==> src/rtl/alu_iter_exec_if.sv <==
// alu_iter_exec_if: operand/code request and result/flag response handshakes
// between issue, the iterative ALU and writeback.
interface alu_iter_exec_if #(parameter int DATA_WIDTH = 32);
    logic in_valid, in_ready, out_valid, out_ready, zero, illegal;
    logic [3:0] aluctl;
    logic [DATA_WIDTH-1:0] op_a, op_b, result;
    modport master(
        output in_valid, aluctl, op_a, op_b, out_ready,
        input  in_ready, out_valid, result, zero, illegal
    );
    modport slave(
        input  in_valid, aluctl, op_a, op_b, out_ready,
        output in_ready, out_valid, result, zero, illegal
    );
endinterface

==> src/rtl/alu_iter_exec.sv <==
// alu_iter_exec: multi-cycle ALU, SLICE_WIDTH bits per cycle LSB first with a
// carry chained between slices; result and flags held until handed off.
module alu_iter_exec #(
    parameter int DATA_WIDTH  = 32,
    parameter int SLICE_WIDTH = 8
) (
    input logic            clk,
    input logic            rst,
    alu_iter_exec_if.slave bus
);
    localparam int NSLICE = DATA_WIDTH / SLICE_WIDTH;
    localparam int KW = NSLICE > 1 ? $clog2(NSLICE) : 1;
    localparam logic [3:0] OP_AND = 4'b0000, OP_OR = 4'b0001, OP_ADD = 4'b0010,
                           OP_SUB = 4'b0110, OP_SLT = 4'b0111, OP_XOR = 4'b1100;

    typedef enum logic [1:0] {IDLE, BUSY, DONE} state_t;

    state_t                  state_q, state_d;
    logic [DATA_WIDTH-1:0]   a_q, a_d, b_q, b_d, result_q, result_d, fin;
    logic [3:0]              op_q, op_d;
    logic [KW-1:0]           k_q, k_d;
    logic                    carry_q, carry_d, zero_q, zero_d, illegal_q, illegal_d;
    logic [SLICE_WIDTH-1:0]  a_s, b_s, slice_r;
    logic [SLICE_WIDTH:0]    sum;
    logic                    subtract, legal, last, lt;
    int                      sh;

    always_comb begin
        sh       = int'(k_q) * SLICE_WIDTH;
        a_s      = SLICE_WIDTH'(a_q >> sh);
        b_s      = SLICE_WIDTH'(b_q >> sh);
        subtract = op_q == OP_SUB || op_q == OP_SLT;
        legal    = op_q inside {OP_AND, OP_OR, OP_ADD, OP_SUB, OP_SLT, OP_XOR};
        sum      = {1'b0, a_s} + {1'b0, subtract ? ~b_s : b_s} + {{SLICE_WIDTH{1'b0}}, carry_q};
        slice_r  = op_q == OP_AND ? a_s & b_s :
                   op_q == OP_OR  ? a_s | b_s :
                   op_q == OP_XOR ? a_s ^ b_s :
                   (op_q == OP_ADD || subtract) ? sum[SLICE_WIDTH-1:0] : '0;
        fin      = result_q | (DATA_WIDTH'(slice_r) << sh);
        last     = k_q == KW'(NSLICE - 1);
        // Signs differ: A<B exactly when A is negative; otherwise the difference sign decides.
        lt       = a_q[DATA_WIDTH-1] != b_q[DATA_WIDTH-1] ? a_q[DATA_WIDTH-1] : slice_r[SLICE_WIDTH-1];
        state_d   = state_q;
        a_d       = a_q;
        b_d       = b_q;
        op_d      = op_q;
        k_d       = k_q;
        carry_d   = carry_q;
        result_d  = result_q;
        zero_d    = zero_q;
        illegal_d = illegal_q;
        case (state_q)
            IDLE: if (bus.in_valid) begin
                state_d   = BUSY;
                a_d       = bus.op_a;
                b_d       = bus.op_b;
                op_d      = bus.aluctl;
                k_d       = '0;
                carry_d   = bus.aluctl == OP_SUB || bus.aluctl == OP_SLT;
                result_d  = '0;
                zero_d    = 1'b0;
                illegal_d = 1'b0;
            end
            BUSY: begin
                result_d = last && op_q == OP_SLT ? DATA_WIDTH'(lt) : fin;
                carry_d  = sum[SLICE_WIDTH];
                k_d      = last ? '0 : k_q + 1'b1;
                if (last) begin
                    state_d   = DONE;
                    zero_d    = result_d == '0;
                    illegal_d = !legal;
                end
            end
            DONE: if (bus.out_ready) state_d = IDLE;
            default: state_d = IDLE;
        endcase
    end

    always_ff @(posedge clk or posedge rst) begin
        if (rst) begin
            state_q   <= IDLE;
            a_q       <= '0;
            b_q       <= '0;
            op_q      <= '0;
            k_q       <= '0;
            carry_q   <= 1'b0;
            result_q  <= '0;
            zero_q    <= 1'b0;
            illegal_q <= 1'b0;
        end else begin
            state_q   <= state_d;
            a_q       <= a_d;
            b_q       <= b_d;
            op_q      <= op_d;
            k_q       <= k_d;
            carry_q   <= carry_d;
            result_q  <= result_d;
            zero_q    <= zero_d;
            illegal_q <= illegal_d;
        end
    end

    assign bus.in_ready  = state_q == IDLE;
    assign bus.out_valid = state_q == DONE;
    assign bus.result    = result_q;
    assign bus.zero      = zero_q;
    assign bus.illegal   = illegal_q;
endmodule

==> src/flat_wrapper.sv <==
// flat-port wrapper written by rule: the top's interface ports become plain ports
module alu_iter_exec_flat 
#(
    parameter int DATA_WIDTH  = 32,
    parameter int SLICE_WIDTH = 8
)
  (clk, rst, bus_in_valid, bus_aluctl, bus_op_a, bus_op_b, bus_out_ready, bus_in_ready, bus_out_valid, bus_result, bus_zero, bus_illegal);
  alu_iter_exec_if #(.DATA_WIDTH(DATA_WIDTH)) bus_i ();
  input logic clk;
  input logic rst;
  input wire logic [$bits(bus_i.in_valid)-1:0] bus_in_valid;
  input wire logic [$bits(bus_i.aluctl)-1:0] bus_aluctl;
  input wire logic [$bits(bus_i.op_a)-1:0] bus_op_a;
  input wire logic [$bits(bus_i.op_b)-1:0] bus_op_b;
  input wire logic [$bits(bus_i.out_ready)-1:0] bus_out_ready;
  output wire logic [$bits(bus_i.in_ready)-1:0] bus_in_ready;
  output wire logic [$bits(bus_i.out_valid)-1:0] bus_out_valid;
  output wire logic [$bits(bus_i.result)-1:0] bus_result;
  output wire logic [$bits(bus_i.zero)-1:0] bus_zero;
  output wire logic [$bits(bus_i.illegal)-1:0] bus_illegal;
  assign bus_i.in_valid = bus_in_valid;
  assign bus_i.aluctl = bus_aluctl;
  assign bus_i.op_a = bus_op_a;
  assign bus_i.op_b = bus_op_b;
  assign bus_i.out_ready = bus_out_ready;
  assign bus_in_ready = bus_i.in_ready;
  assign bus_out_valid = bus_i.out_valid;
  assign bus_result = bus_i.result;
  assign bus_zero = bus_i.zero;
  assign bus_illegal = bus_i.illegal;
  alu_iter_exec #(.DATA_WIDTH(DATA_WIDTH), .SLICE_WIDTH(SLICE_WIDTH)) u_core (.clk(clk), .rst(rst), .bus(bus_i));
endmodule
==> config.mk <==
export PLATFORM = sky130hd
export DESIGN_NAME = alu_iter_exec_flat
export DESIGN_NICKNAME = d
export VERILOG_FILES = /design/src/rtl/alu_iter_exec_if.sv /design/src/rtl/alu_iter_exec.sv /design/src/flat_wrapper.sv
export SDC_FILE = /design/constraint.sdc
export NUM_CORES = 1
export LEC_CHECK = 0
export BUFFER_PORTS_ARGS = -buffer_cell sky130_fd_sc_hd__buf_2
export CAP_MARGIN = 20
export CORE_MARGIN = 2
export CORE_UTILIZATION = 40
export CTS_BUF_LIST = sky130_fd_sc_hd__clkbuf_16
export DETAILED_ROUTE_END_ITERATION = 7
export GPL_TIMING_DRIVEN = 0
export PLACE_DENSITY = 0.7
export REMOVE_ABC_BUFFERS = 1
export SLEW_MARGIN = 20
export SYNTH_ARGS = -nofsm -noshare
export SYNTH_HDL_FRONTEND = slang
export SYNTH_SLANG_ARGS = --single-unit
==> constraint.sdc <==
create_clock -name clk -period 8.1 [get_ports clk]
set_input_delay 0.405 -clock clk [delete_from_list [all_inputs] [get_ports clk]]
set_output_delay 0.405 -clock clk [all_outputs]
set_load 0.01 [all_outputs]
==> reports/metrics.yaml <==
yosysTopAreaCell: "dfrtp_1"
cp-start-kind: "flip-flop"
cts_tree: "done"
power_uw: 3100
synth_area_um2: 5800
cts_buffers: 9
ir_drop_v: 0.000152
max_freq_mhz: 242
ys_warn_count: 0
ys_seq_elements: 107
viasPerCell: 5.07
setup_viol: 0
grt_usage_pct: 17.8
grt_pass1_wl_mm: 22.3
p_sw_uw: 1380
row_count: 44
power.density_nw_per_um2: 460
route.met3.wl_um: 504
place_area_um2: 6470
area_growth_pct: 16.3
met2_length_mm: 6.10
outcome: "complete, no violations"
timing.hold.ws_ps: 68.1
cts_hold_buf: 0
synth_edf_count: 0
die_h_um: 124
antenna_found_initial: 0
seqPwrFrac_pct: 31.0
clkSinkCount: 107
arrival_ps: 4380
internal_power_uw: 1730
yosysTopAreaCellShare_pct: 46.2
die_x_um: 124
syn_area_per_cell_um2: 9.02
drtPass1Iterations: 4
met1_length_mm: 6.39
fill_cells: 1398
grt_max_degree: 73
fp.dieArea_um2: 15500
ys_async_sr_fraction_pct: 100
period_share_pct: 51.1
cp.required_ps: 8340
post_cts_resized: 0
worst_skew_pair.late_latency_ps: 350
layout-drive-gt1-share_pct: 21.3
leakage_uw: 0.00343
power_frac_clock_pct: 13.5
max-cap-violations: 0
hold_path.class: "primary input to async pin"
core-area_um2: 14400
crit_fanout: 18
synth_most_common_cell: "nand2_1"
slew_headroom_pct: 34.7
clock-root-buffer: "clkbuf_16"
worstMarginPinSlew_ps: 978
totalWireLength_mm: 13.1
ioPinCount: 108
synth_flop_cell: "dfrtp_1"
synth_top_cells_by_count: "233 x nand2_1, 107 x dfrtp_1, 34 x o21ai_0, 30 x nor2_1, 24 x ha_1"
start_util_pct: 40.4
layout_min_cycle_time_ps: 4140
p_sw_share_pct: 44.3
r2r_slack_ps: 3960
finalHoldViolCount: 0
crit_path_end_kind: "flip-flop"
routedWlPerCell_um: 14.3
grt-ovfl-total: 0
dpl.hpwl_mm: 9.32
fin_area_um2: 6740
drc_errors: 0
rsz0062_at_grt: "false"
yosysSeqAreaShare_pct: 46.2
cts-htree-levels: 3
nNetsFinal: 827
synthCells: 643
clk_pin_slew_ps: 70
slew_violations: 0
clk_path_buf_depth: 2
synth_area_leaders: "dfrtp_1 46%, nand2_1 15%, mux4_2 6.2%"
postRouteAntennaNets: 0
grt_pass1_vias: 4523
port_buffers: 107
initialDrtViolationCount: 223
post_cts.repair.setup_buffers: 0
dr_total_vias: 4637
crit_type: "flip-flop to flip-flop"
combPwrFrac_pct: 55.5
highest_layer: "met4"
finalWeightedCongestion: 0.844
synth_cell_type_count: 51
finalSetupTns_ps: 0
skew_ps: 8.37
diodes: 0
-- registers in the layout, indices dropped and copies added (netlist names) --
signal and cells:
u_core.bus.result 32, u_core.state_q 2, u_core.a_q 32, u_core.b_q 32
u_core.bus.zero 1, u_core.carry_q 1, u_core.bus.illegal 1, u_core.k_q 2
u_core.op_q 4
-- worst max-delay path: stages, from the launching register on --
cell and delay (ps):
dfrtp_1 740, nand3b_1 660, xor2_1 350, fa_1 440
fa_1 500, or3b_2 450, a21oi_1 120, o21ai_0 170
nand4b_1 160, nor4b_2 60, and4_1 220, a21bo_1 180
-- routing by layer --
| layer | up-vias | global-route usage (%) |
|---|---|---|
| met5 | - | 0 |
| met1 | 2223 | 24.4 |
| met2 | 83 | 28.6 |
| met3 | 8 | 4.17 |
| li1 | 2323 | - |
| met4 | 0 | 4.36 |
-- logic make-up after synthesis --
logic type,after synthesis,synth area share [%]
AO/OA/AOI/OAI,90,9.94
XOR/XNOR,11,1.66
adder cells (fa/ha/maj),27,6.06
buffers and inverters,57,4.21
flip-flops,107,46.2
multiplexers,19,6.73
AND/OR/NAND/NOR,332,25.2
-- cell type report --
class / count / area, um2 / area share [%]
multi-input combinational: 479 / 2890 / 42.8
sequential: 107 / 2680 / 39.7
timing repair buffer: 109 / 583 / 8.65
tap: 184 / 230 / 3.41
clock buffer: 9 / 225 / 3.34
inverter: 23 / 91.3 / 1.35
clock inverter: 4 / 45.0 / 0.668
-- final timing paths --
path,depth (start not counted),startpoint,end
setup / recovery,11,u_core.op_q[1],u_core.bus.zero
hold / removal,2,rst,u_core.bus.result[12]
setup reg to reg,11,u_core.op_q[1],u_core.bus.zero
hold reg to reg,2,u_core.b_q[12],u_core.b_q[12]
max in group asynchronous,3,rst,u_core.a_q[1]
min in group clk,2,bus_out_ready,u_core.state_q[1]
-- through the flow --
step	setup slack, ps	cells	utilization [%]
after floorplan	4090	609	-
after global placement	3530	900	44.6
after detailed placement	3910	902	45.0
after CTS	3910	915	46.9
after global routing	3760	915	46.9
final	3960	915	46.9
-- cells in the final DEF (no fill, tap or decap), types with 2 or more instances in the layout --
master	count
or2_1	2
nand3b_1	4
nor4_1	10
a21oi_1	19
nor4b_2	2
a22o_1	12
nor2_2	4
o21ai_0	34
a211oi_1	5
a221o_1	2
buf_2	107
nand4b_1	3
fa_1	2
ha_1	24
mux2i_1	3
mux4_2	16
o22ai_1	2
xnor2_1	8
nor2_1	30
o31a_1	3
xor2_1	3
dfrtp_2	2
nor2b_1	6
clkbuf_16	9
inv_1	22
clkinv_1	2
o21a_1	5
nor3_1	5
dfrtp_1	105
nand2_1	232
nand2b_1	10
nand4_1	3
and3_1	5
nand3_1	3
or3b_2	3
nor3_2	2
-- power groups by stage --
stage	logic (uW)	clock network, uW	registers [uW]
detailed placement	1730	0	974
global placement	1690	0	967
global route	1970	451	1000
CTS	1740	431	965
floorplan	1300	0	925
finish	1720	418	964
(Power assumes the default switching activity.)
